**config.mk**
```make
export PLATFORM = sky130hd
export DESIGN_NAME = uart_byte_tx
export DESIGN_NICKNAME = d
export VERILOG_FILES = /design/src/rtl/uart_pkg.sv /design/src/rtl/uart_bps_gen.sv /design/src/rtl/uart_byte_tx.sv
export SDC_FILE = /design/constraint.sdc
export NUM_CORES = 1
export LEC_CHECK = 0
export ABC_AREA = 1
export CAP_MARGIN = 25
export CORE_ASPECT_RATIO = 0.7
export CORE_MARGIN = 2
export CORE_UTILIZATION = 45
export CTS_BUF_LIST = sky130_fd_sc_hd__clkbuf_4 sky130_fd_sc_hd__clkbuf_8 sky130_fd_sc_hd__clkbuf_16
export DETAILED_ROUTE_END_ITERATION = 12
export SLEW_MARGIN = 25
export SYNTH_ARGS = -nofsm -noshare
export SYNTH_HDL_FRONTEND = slang
export SYNTH_HIERARCHICAL = 1
export SYNTH_SLANG_ARGS = --single-unit
export TNS_END_PERCENT = 100
```
**constraint.sdc**
```tcl
create_clock -name Clk -period 4.1 [get_ports Clk]
set_clock_uncertainty 0.2 [all_clocks]
set_input_delay 1.025 -clock Clk [delete_from_list [all_inputs] [get_ports Clk]]
set_output_delay 1.025 -clock Clk [all_outputs]
set_load 0.01 [all_outputs]
```
**src/rtl/uart_pkg.sv**
```systemverilog
// Shared UART constants: baud_set codes, TX divisors, frame lengths and a bit-select helper.
`timescale 1ns/1ps
package uart_pkg;

    localparam logic [2:0] BAUD_9600   = 3'd0;
    localparam logic [2:0] BAUD_19200  = 3'd1;
    localparam logic [2:0] BAUD_38400  = 3'd2;
    localparam logic [2:0] BAUD_57600  = 3'd3;
    localparam logic [2:0] BAUD_115200 = 3'd4;

    localparam int unsigned DIV_W = 13;

    // Divisors assume a 50 MHz clock; one bit lasts divisor+1 cycles.
    localparam logic [DIV_W-1:0] DIV_9600   = 13'd5207;
    localparam logic [DIV_W-1:0] DIV_19200  = 13'd2603;
    localparam logic [DIV_W-1:0] DIV_38400  = 13'd1301;
    localparam logic [DIV_W-1:0] DIV_57600  = 13'd867;
    localparam logic [DIV_W-1:0] DIV_115200 = 13'd433;

    localparam logic [3:0] FRAME_BITS_1STOP = 4'd10;
    localparam logic [3:0] FRAME_BITS_2STOP = 4'd11;

    typedef enum logic {StIdle, StBusy} tx_state_e;

    function automatic logic [DIV_W-1:0] baud_div(input logic [2:0] sel);
        case (sel)
            BAUD_19200:  return DIV_19200;
            BAUD_38400:  return DIV_38400;
            BAUD_57600:  return DIV_57600;
            BAUD_115200: return DIV_115200;
            default:     return DIV_9600;
        endcase
    endfunction

    // Line level for frame bit idx: start, eight data bits LSB first, then stop bit(s).
    function automatic logic frame_bit(input logic [7:0] data, input logic [3:0] idx);
        logic [3:0] sel;
        sel = idx - 4'd1;
        if (idx == 4'd0) begin
            return 1'b0;
        end else if (idx <= 4'd8) begin
            return data[sel[2:0]];
        end else begin
            return 1'b1;
        end
    endfunction

endpackage

```
**src/rtl/uart_bps_gen.sv**
```systemverilog
// Bit-period divider: counts 0..bps_dr while enabled and flags the wrap cycle with bit_end_o.
`timescale 1ns/1ps
module uart_bps_gen
    import uart_pkg::*;
(
    input  logic             clk_i,
    input  logic             rst_i,
    input  logic             en_i,
    input  logic [DIV_W-1:0] bps_dr_i,
    output logic             bit_end_o
);

    logic [DIV_W-1:0] div_cnt_q;
    logic [DIV_W-1:0] div_cnt_d;

    assign bit_end_o = en_i && (div_cnt_q == bps_dr_i);

    always_comb begin
        div_cnt_d = div_cnt_q + 13'd1;
        if (!en_i || bit_end_o) begin
            div_cnt_d = '0;
        end
    end

    always_ff @(posedge clk_i or posedge rst_i) begin
        if (rst_i) begin
            div_cnt_q <= '0;
        end else begin
            div_cnt_q <= div_cnt_d;
        end
    end

endmodule

```
**src/rtl/uart_byte_tx.sv**
```systemverilog
// 8N1 UART byte transmitter; define UART_TX_STOP2_EN to send two stop bits per frame.
`timescale 1ns/1ps
module uart_byte_tx
    import uart_pkg::*;
#(
    parameter int unsigned CLK_FREQ = 50_000_000
) (
    input  logic       Clk,
    input  logic       Rst,
    input  logic [2:0] baud_set,
    input  logic [7:0] data_byte,
    input  logic       Send_En,
    output logic       Rs232_Tx,
    output logic       Tx_Done,
    output logic       uart_state
);

`ifdef UART_TX_STOP2_EN
    localparam logic [3:0] LAST_BIT = FRAME_BITS_2STOP - 4'd1;
`else
    localparam logic [3:0] LAST_BIT = FRAME_BITS_1STOP - 4'd1;
`endif

    if (CLK_FREQ != 50_000_000) begin : g_clk_check
        $warning("uart_byte_tx divisors assume a 50 MHz clock");
    end

    tx_state_e        state_q;
    logic [3:0]       bit_idx_q;
    logic [3:0]       bit_idx_d;
    logic [7:0]       data_q;
    logic [DIV_W-1:0] bps_dr_q;
    logic             tx_q;
    logic             done_q;
    logic             bit_end;

    assign bit_idx_d = bit_idx_q + 4'd1;

    uart_bps_gen u_bps_gen (
        .clk_i     (Clk),
        .rst_i     (Rst),
        .en_i      (state_q == StBusy),
        .bps_dr_i  (bps_dr_q),
        .bit_end_o (bit_end)
    );

    always_ff @(posedge Clk or posedge Rst) begin
        if (Rst) begin
            state_q   <= StIdle;
            bit_idx_q <= '0;
            data_q    <= '0;
            bps_dr_q  <= '0;
            tx_q      <= 1'b1;
            done_q    <= 1'b0;
        end else begin
            done_q <= 1'b0;
            unique case (state_q)
                StIdle: begin
                    // Start bit goes out on the accepting edge itself.
                    if (Send_En) begin
                        state_q   <= StBusy;
                        data_q    <= data_byte;
                        bps_dr_q  <= baud_div(baud_set);
                        bit_idx_q <= '0;
                        tx_q      <= 1'b0;
                    end
                end
                StBusy: begin
                    if (bit_end) begin
                        if (bit_idx_q == LAST_BIT) begin
                            state_q   <= StIdle;
                            bit_idx_q <= '0;
                            tx_q      <= 1'b1;
                            done_q    <= 1'b1;
                        end else begin
                            bit_idx_q <= bit_idx_d;
                            tx_q      <= frame_bit(data_q, bit_idx_d);
                        end
                    end
                end
                default: state_q <= StIdle;
            endcase
        end
    end

    assign Rs232_Tx   = tx_q;
    assign Tx_Done    = done_q;
    assign uart_state = (state_q == StBusy);

endmodule

```
==> impl_metrics.toml, run 1 <==
[finish]
area_growth_syn_to_layout_pct = 14.39
finalCoreUtilization = 0.5472
final_net_count = 331
drive_gt1_frac = 0.05751
n_antenna_cell = 0
finish.cell_count_without_fillers = 368

[logic_synthesis]
synth_top_cell_area_share = 0.4463
post_synth_and_or_nand_nor_area_fraction = 0.3371
synth-adder-area-share = 0.02349
post_synth_xor_area_fraction = 0.05344
yosys_register_bits = 39
yosys.area.top_type = "sky130_fd_sc_hd__dfrtp_1"
netlist-cell-type-count = 26
synth_area_per_cell_sq_um = 7.248
synth.yosys.seq_area_share = 0.4586
synth-compound-area-share = 0.03464
synth.cell_area_sq_um = 2131
yosysWarnings = 6
synth_cells = 294
dominant_combinational_cell_family_by_area_after_synthesis = "simple AND/OR/NAND/NOR gates"
post_synthesis_net_count = 312
ys_top_cells_by_area = "sky130_fd_sc_hd__dfrtp_1 (45%), sky130_fd_sc_hd__nand2_1 (20%), sky130_fd_sc_hd__inv_1 (7.4%), sky130_fd_sc_hd__nor2_1 (6.3%), sky130_fd_sc_hd__nand3_1 (4.0%)"
synth.mux.area_fraction = 0

[placement]
io_buffer_count = 16
gpl.final_weighted_congestion = 0.8094
detailedPlacementHpwl_um = 3323
number_of_instances_in_the_placed_design = 361

[cts]
holdBufCountCts = 0
cts_inserted_buffers = 5
cts.repair_timing.setup_buffer_count = 0
root_buffer = "sky130_fd_sc_hd__clkbuf_8"
cts.repair.resized = 0
clkSinkCount = 39
cts_tree = "built"
cts_max_level = 2
clock_pin_transition_on_the_worst_setup_and_hold_timing_paths_ns = 0.08
clockBufferDepth = 2
worst_skew_pair.late_latency_ns = 0.29

[route]
vias = 1761
detail_route.drc_violations = 0
routedWlPerCell_um = 11.94
totalWireLength_um = 4394
met2_wirelength_um = 1589
highest_layer = "met4"
avgViaCountPerCell = 4.785
detailedRoute.firstPassIterationCount = 4
wl_met1_um = 2492
number_of_drc_violations_after_detailed_routing_iteration_0 = 121
drtAntennaViolNets = 0
met3RoutedLength_um = 272

[setup_path]
ff2ff_setup_slack_ns = 2.23
r2r-end = "Rs232_Tx$_DFFE_PP1P_"
worst_r2r_path_depth = 10
worst_path_max_delay_cell = "sky130_fd_sc_hd__clkdlybuf4s50_1"
crit_buf_inv = 1
timing.critical_path.to_type = "primary output"
crit-reg2reg-launch = "bit_idx_q[0]$_DFFE_PP0P_"
timing.critical_path.max_delay_family = "buffers and inverters"
cp.required_ns = 2.87
critPathMaxStageDelay_ns = 0.59
crit_path_start_kind = "flop"
cp-startpoint = "uart_state$_DFF_PP0_"
timing.setup.critical_path_class = "reg2out"
crit_fanout = 6
crit_path_cell_trace = "clkdlybuf4s50_1"
cp.arrival_ns = 1.36

[timing]
relSlewSlack = 0.6373
timing.setup.tns_ns = 0
timing_max_transition_violations_final = 0
finalSetupViolations = 0
rsz0062_at_grt = "no"
timing.final.crit_share = 0.6308
timing.final.hold_violations = 0
clock_period_minus_final_worst_setup_slack_ns = 2.586
tightestPinTransition_ns = 0.5432
timing.fmax_ghz = 0.3866

[min_path]
holdPathStages = 2
worst_hold_path.endpoint = "Rs232_Tx$_DFFE_PP1P_"
hold_path_startpoint = "Rs232_Tx$_DFFE_PP1P_"
path_type_of_the_worst_min_delay_path = "reg2reg"

[global_routing]
grt_pass1_wl_um = 7728
globalRoute.totalOverflow = 0
grt_antenna_before_repair = 0
grtUsageTotal = 0.1925
grt_max_degree = 27
vias_in_the_first_global_route = 1598

[floorplanning]
die_area_sq_um = 5310
row_count = 20
fp.dieW_um = 86.25
floorplan.initialDensity = 0.4784
io_pins = 17
core_area_sq_um = 4454
dieHeight_um = 61.57

[flow_run]
max_cap_violations = 0

[pwr]
p_leak_nw = 1.309
ir_drop_mv = 0.2999
power_per_cell_area_nw_per_um2 = 549.9

[run_status]
outcome = "finished clean"
==> layout by cell type (no fill, tap or decap) <==
cell	instances
sky130_fd_sc_hd__o22ai_1	3
sky130_fd_sc_hd__nor3_1	2
sky130_fd_sc_hd__o21ai_1	1
sky130_fd_sc_hd__clkbuf_8	5
sky130_fd_sc_hd__ha_1	4
sky130_fd_sc_hd__inv_1	41
sky130_fd_sc_hd__nand2_1	114
sky130_fd_sc_hd__dfstp_2	1
sky130_fd_sc_hd__nand2_4	1
sky130_fd_sc_hd__inv_2	4
sky130_fd_sc_hd__bufinv_16	1
sky130_fd_sc_hd__clkbuf_4	1
sky130_fd_sc_hd__nand3_1	17
sky130_fd_sc_hd__xnor2_1	4
sky130_fd_sc_hd__dfrtp_1	38
sky130_fd_sc_hd__o31ai_1	1
sky130_fd_sc_hd__or2_0	1
sky130_fd_sc_hd__nor2_1	36
sky130_fd_sc_hd__o21ai_0	4
sky130_fd_sc_hd__clkdlybuf4s50_1	16
sky130_fd_sc_hd__nor2_4	1
sky130_fd_sc_hd__nand4_1	1
sky130_fd_sc_hd__nand2_2	3
sky130_fd_sc_hd__o21a_1	1
sky130_fd_sc_hd__xor2_1	9
sky130_fd_sc_hd__or2_2	1
sky130_fd_sc_hd__o211ai_1	2
==> report_power, final <==
group	total [mW]	switching (mW)	internal [mW]
Combinational	0.450	0.261	0.188
Sequential	0.576	0.106	0.470
Clock	0.315	0.130	0.185
Total	1.34	0.497	0.843
==> through the flow <==
| step | instance area (sq um) | total power [mW] | hold WS (ns) | setup slack, ns |
|---|---|---|---|---|
| global placement | 2331 | 1.021 | 0.2555 | 1.338 |
| finish | 2437 | 1.340 | 0.2716 | 1.514 |
| floorplan | 2131 | 0.9140 | 0.2422 | 2.204 |
| CTS | 2437 | 1.349 | 0.2726 | 1.506 |
| global route | 2437 | 1.464 | 0.3075 | 1.464 |
| detailed placement | 2331 | 1.029 | 0.2592 | 1.313 |
==> synth_stat cells <==
cell / n
sky130_fd_sc_hd__nor3_1: 2
sky130_fd_sc_hd__inv_1: 42
sky130_fd_sc_hd__ha_1: 4
sky130_fd_sc_hd__nand4_1: 1
sky130_fd_sc_hd__o21a_1: 1
sky130_fd_sc_hd__nand2_1: 114
sky130_fd_sc_hd__nor2_4: 1
sky130_fd_sc_hd__or2_2: 1
sky130_fd_sc_hd__nand2_2: 3
sky130_fd_sc_hd__or2_0: 1
sky130_fd_sc_hd__o31ai_1: 1
sky130_fd_sc_hd__inv_2: 3
sky130_fd_sc_hd__buf_6: 1
sky130_fd_sc_hd__dfstp_2: 1
sky130_fd_sc_hd__buf_4: 1
sky130_fd_sc_hd__nor2_1: 36
sky130_fd_sc_hd__o21ai_0: 4
sky130_fd_sc_hd__dfrtp_1: 38
sky130_fd_sc_hd__nand3_1: 17
sky130_fd_sc_hd__o21ai_1: 1
sky130_fd_sc_hd__xnor2_1: 4
sky130_fd_sc_hd__nand2_4: 1
sky130_fd_sc_hd__xor2_1: 9
sky130_fd_sc_hd__o22ai_1: 3
sky130_fd_sc_hd__o211ai_1: 2
sky130_fd_sc_hd__buf_2: 2
==> sequential cells by signal, indices dropped and copies added, names as in the netlist <==
| name | flops |
|---|---|
| data_q | 8 |
| bit_idx_q | 4 |
| Tx_Done | 1 |
| u_bps_gen/div_cnt_q | 13 |
| uart_state | 1 |
| bps_dr_q | 11 |
| Rs232_Tx | 1 |
==> cell families (layout without fill, tap and decap cells) <==
| group | Yosys count | count (layout) |
|---|---|---|
| xor+xnor | 13 | 13 |
| compound gates | 12 | 12 |
| flops | 39 | 39 |
| buf+inv | 49 | 68 |
| fa+ha+maj | 4 | 4 |
| simple gates | 177 | 177 |
==> worst register-to-register path, stage by stage (launching register included) <==
cell and delay [ns]:
sky130_fd_sc_hd__dfrtp_1 0.60, sky130_fd_sc_hd__ha_1 0.34, sky130_fd_sc_hd__inv_1 0.10, sky130_fd_sc_hd__nand2_1 0.09, sky130_fd_sc_hd__nand2_1 0.10, sky130_fd_sc_hd__nand2_1 0.05
sky130_fd_sc_hd__nand2_1 0.06, sky130_fd_sc_hd__nand2_1 0.05, sky130_fd_sc_hd__nand3_1 0.09, sky130_fd_sc_hd__nand3_1 0.07, sky130_fd_sc_hd__nand2_1 0.06
==> layer usage <==
metal  vias to the layer above  track usage
met1                       793       0.3084
li1                        916            -
met3                         5      0.04424
met4                         0      0.05580
met5                         -            0
met2                        47       0.2536
==> worst max-delay path by stage <==
stage                                    end  slack [ns]  depth (start not counted)
floorplan            bps_dr_q[6]$_DFFE_PP0P_        2.20                          6
global placement     bps_dr_q[6]$_DFFE_PP0P_        1.34                          6
detailed placement  bps_dr_q[12]$_DFFE_PP0P_        1.31                          6
CTS                               uart_state        1.51                          1
global route                      uart_state        1.46                          1
finish                            uart_state        1.51                          1
==> cell type report <==
type | count | area, sq um
timing repair buffer | 16 | 160.2
sequential | 39 | 977.2
fill | 440 | 2017
clock buffer | 6 | 76.32
tap | 55 | 68.82
clock inverter | 1 | 30.03
multi-input combinational | 206 | 955.9
inverter | 45 | 168.9
Power figures use the tool's default switching activity.
==> inputs of run 2 (changes only) <==
--- a/config.mk
+++ b/config.mk
@@ -12,6 +12,7 @@
 export CORE_UTILIZATION = 45
 export CTS_BUF_LIST = sky130_fd_sc_hd__clkbuf_4 sky130_fd_sc_hd__clkbuf_8 sky130_fd_sc_hd__clkbuf_16
 export DETAILED_ROUTE_END_ITERATION = 12
+export PLACE_DENSITY = 0.67
 export SLEW_MARGIN = 25
 export SYNTH_ARGS = -nofsm -noshare
 export SYNTH_HDL_FRONTEND = slang
==> constraint.sdc (replaced) <==
create_clock -name Clk -period 2.1 [get_ports Clk]
set_clock_uncertainty 0.2 [all_clocks]
set_input_delay 0.525 -clock Clk [delete_from_list [all_inputs] [get_ports Clk]]
set_output_delay 0.525 -clock Clk [all_outputs]
set_load 0.01 [all_outputs]
==> impl_metrics.toml, run 2 (synthesis gave the netlist of run 1 again) <==
[setup_path]
critical_path_cell_count = 1
crit_path_cell_trace = "clkdlybuf4s50_1"
timing.setup.critical_path_class = "reg2out"
crit-reg2reg-launch = "u_bps_gen/div_cnt_q[5]$_DFF_PP0_"
critPathMaxStageDelay_ns = 0.55
crit_path_start_kind = "flop"
worst_r2r_path_depth = 13
timing.critical_path.max_delay_family = "buffers and inverters"
timing.critical_path.to_type = "primary output"
crit_fanout = 6
cp.arrival_ns = 1.27
cp-startpoint = "uart_state$_DFF_PP0_"
crit_buf_inv = 1
cp.required_ns = 1.37
worst_path_max_delay_cell = "sky130_fd_sc_hd__clkdlybuf4s50_1"

[timing]
timing.final.ws_setup_ns = 0.1016
tightestPinTransition_ns = 0.4982
clock_period_minus_final_worst_setup_slack_ns = 1.998
timing.final.hold_violations = 0
timing.setup.tns_ns = 0
relSlewSlack = 0.6675
whs_ns = 0.2677
timing.final.crit_share = 0.9516
timing.fmax_ghz = 0.5004
timing_max_transition_violations_final = 0
rsz0062_at_grt = "no"
finalSetupViolations = 0

[route]
avgViaCountPerCell = 4.680
routedWlPerCell_um = 11.62
vias = 1741
drtAntennaViolNets = 0
detailedRoute.firstPassIterationCount = 4
highest_layer = "met4"
number_of_drc_violations_after_detailed_routing_iteration_0 = 106
met2_wirelength_um = 1657
detail_route.drc_violations = 0
totalWireLength_um = 4321
met3RoutedLength_um = 236
wl_met1_um = 2383

[finish]
regArea_sq_um = 978.4
final_net_count = 334
layout.filler_cells = 453
largest_registers = "u_bps_gen/div_cnt_q x13, bps_dr_q x11, data_q x8"
drive_gt1_frac = 0.06940
n_antenna_cell = 0
number_of_flip_flops_under_the_largest_register_name = 13
area_growth_syn_to_layout_pct = 14.80
multi_input_comb_area_sq_um = 955.9
finalCoreUtilization = 0.5492
finish.cell_count_without_fillers = 372
registers.top_by_ff_count = "u_bps_gen/div_cnt_q"
finalInstanceArea_sq_um = 2446
mostFrequentLayoutCell = "sky130_fd_sc_hd__nand2_1"
most-common-layout-cells = "sky130_fd_sc_hd__nand2_1 (114), sky130_fd_sc_hd__inv_1 (42), sky130_fd_sc_hd__dfrtp_1 (37), sky130_fd_sc_hd__nor2_1 (36), sky130_fd_sc_hd__nand3_1 (17)"

[flow_run]
max_cap_violations = 0

[pwr]
power_mw = 2.535
p_leak_nw = 1.328
ir_drop_mv = 0.4494
power_per_cell_area_nw_per_um2 = 1036

[cts]
clkSinkCount = 39
clock_pin_transition_on_the_worst_setup_and_hold_timing_paths_ns = 0.08
cts_tree = "built"
cts_max_level = 2
clockBufferDepth = 2
worst_skew_pair.late_latency_ns = 0.29
cts.repair_timing.setup_buffer_count = 0
cts_inserted_buffers = 5
root_buffer = "sky130_fd_sc_hd__clkbuf_8"

[global_routing]
vias_in_the_first_global_route = 1603
grtUsageTotal = 0.1836
grt_max_degree = 27
grt_antenna_before_repair = 0
grt_pass1_wl_um = 7424
globalRoute.totalOverflow = 0

[min_path]
holdPathStages = 2
path_type_of_the_worst_min_delay_path = "reg2reg"
hold_path_startpoint = "Rs232_Tx$_DFFE_PP1P_"

[placement]
post_dp_cell_area_sq_um = 2354
number_of_instances_in_the_placed_design = 364
gpl.final_weighted_congestion = 0.8755
place_worst_setup_slack_ns = 0.07574
detailedPlacementHpwl_um = 3187
io_buffer_count = 16

[floorplanning]
core_area_sq_um = 4454
floorplan.initialDensity = 0.4784
dieHeight_um = 61.57
io_pins = 17
fp.dieW_um = 86.25
die_area_sq_um = 5310
row_count = 20

[run_status]
outcome = "finished clean"
-- run 2: worst paths after layout --
path / slack, ns / to
max: 0.10 / uart_state
min: 0.27 / Rs232_Tx$_DFFE_PP1P_
max reg2reg: 0.25 / bit_idx_q[3]$_DFFE_PP0P_
min reg2reg: 0.27 / Rs232_Tx$_DFFE_PP1P_
max in group asynchronous: 0.98 / u_bps_gen/div_cnt_q[6]$_DFF_PP0_
min in group asynchronous: 0.39 / u_bps_gen/div_cnt_q[12]$_DFF_PP0_
-- run 2: layout make-up --
cell class / count / share of cell area
clock inverters: 1 / 0.002046
multi-input cells: 206 / 0.3908
flip-flops and latches: 39 / 0.4000
clock buffers: 7 / 0.03427
inverters: 45 / 0.06905
repair buffers: 19 / 0.07570
well taps: 55 / 0.02813
-- run 2: metal layers --
metal	up-vias	global-route usage
met5	-	0
met4	0	0.06473
li1	921	-
met2	44	0.2569
met1	772	0.2755
met3	4	0.04692
-- run 2: timing repair --
item | in CTS | in global routing
hold buffers | 0 | 0
setup endpoints to repair | 0 | 2
gates resized for setup | 0 | 2
-- run 2: power breakdown --
part | switching, mW | internal [mW]
Sequential | 0.184 | 0.917
Clock | 0.261 | 0.259
Combinational | 0.536 | 0.378
Total | 0.981 | 1.55
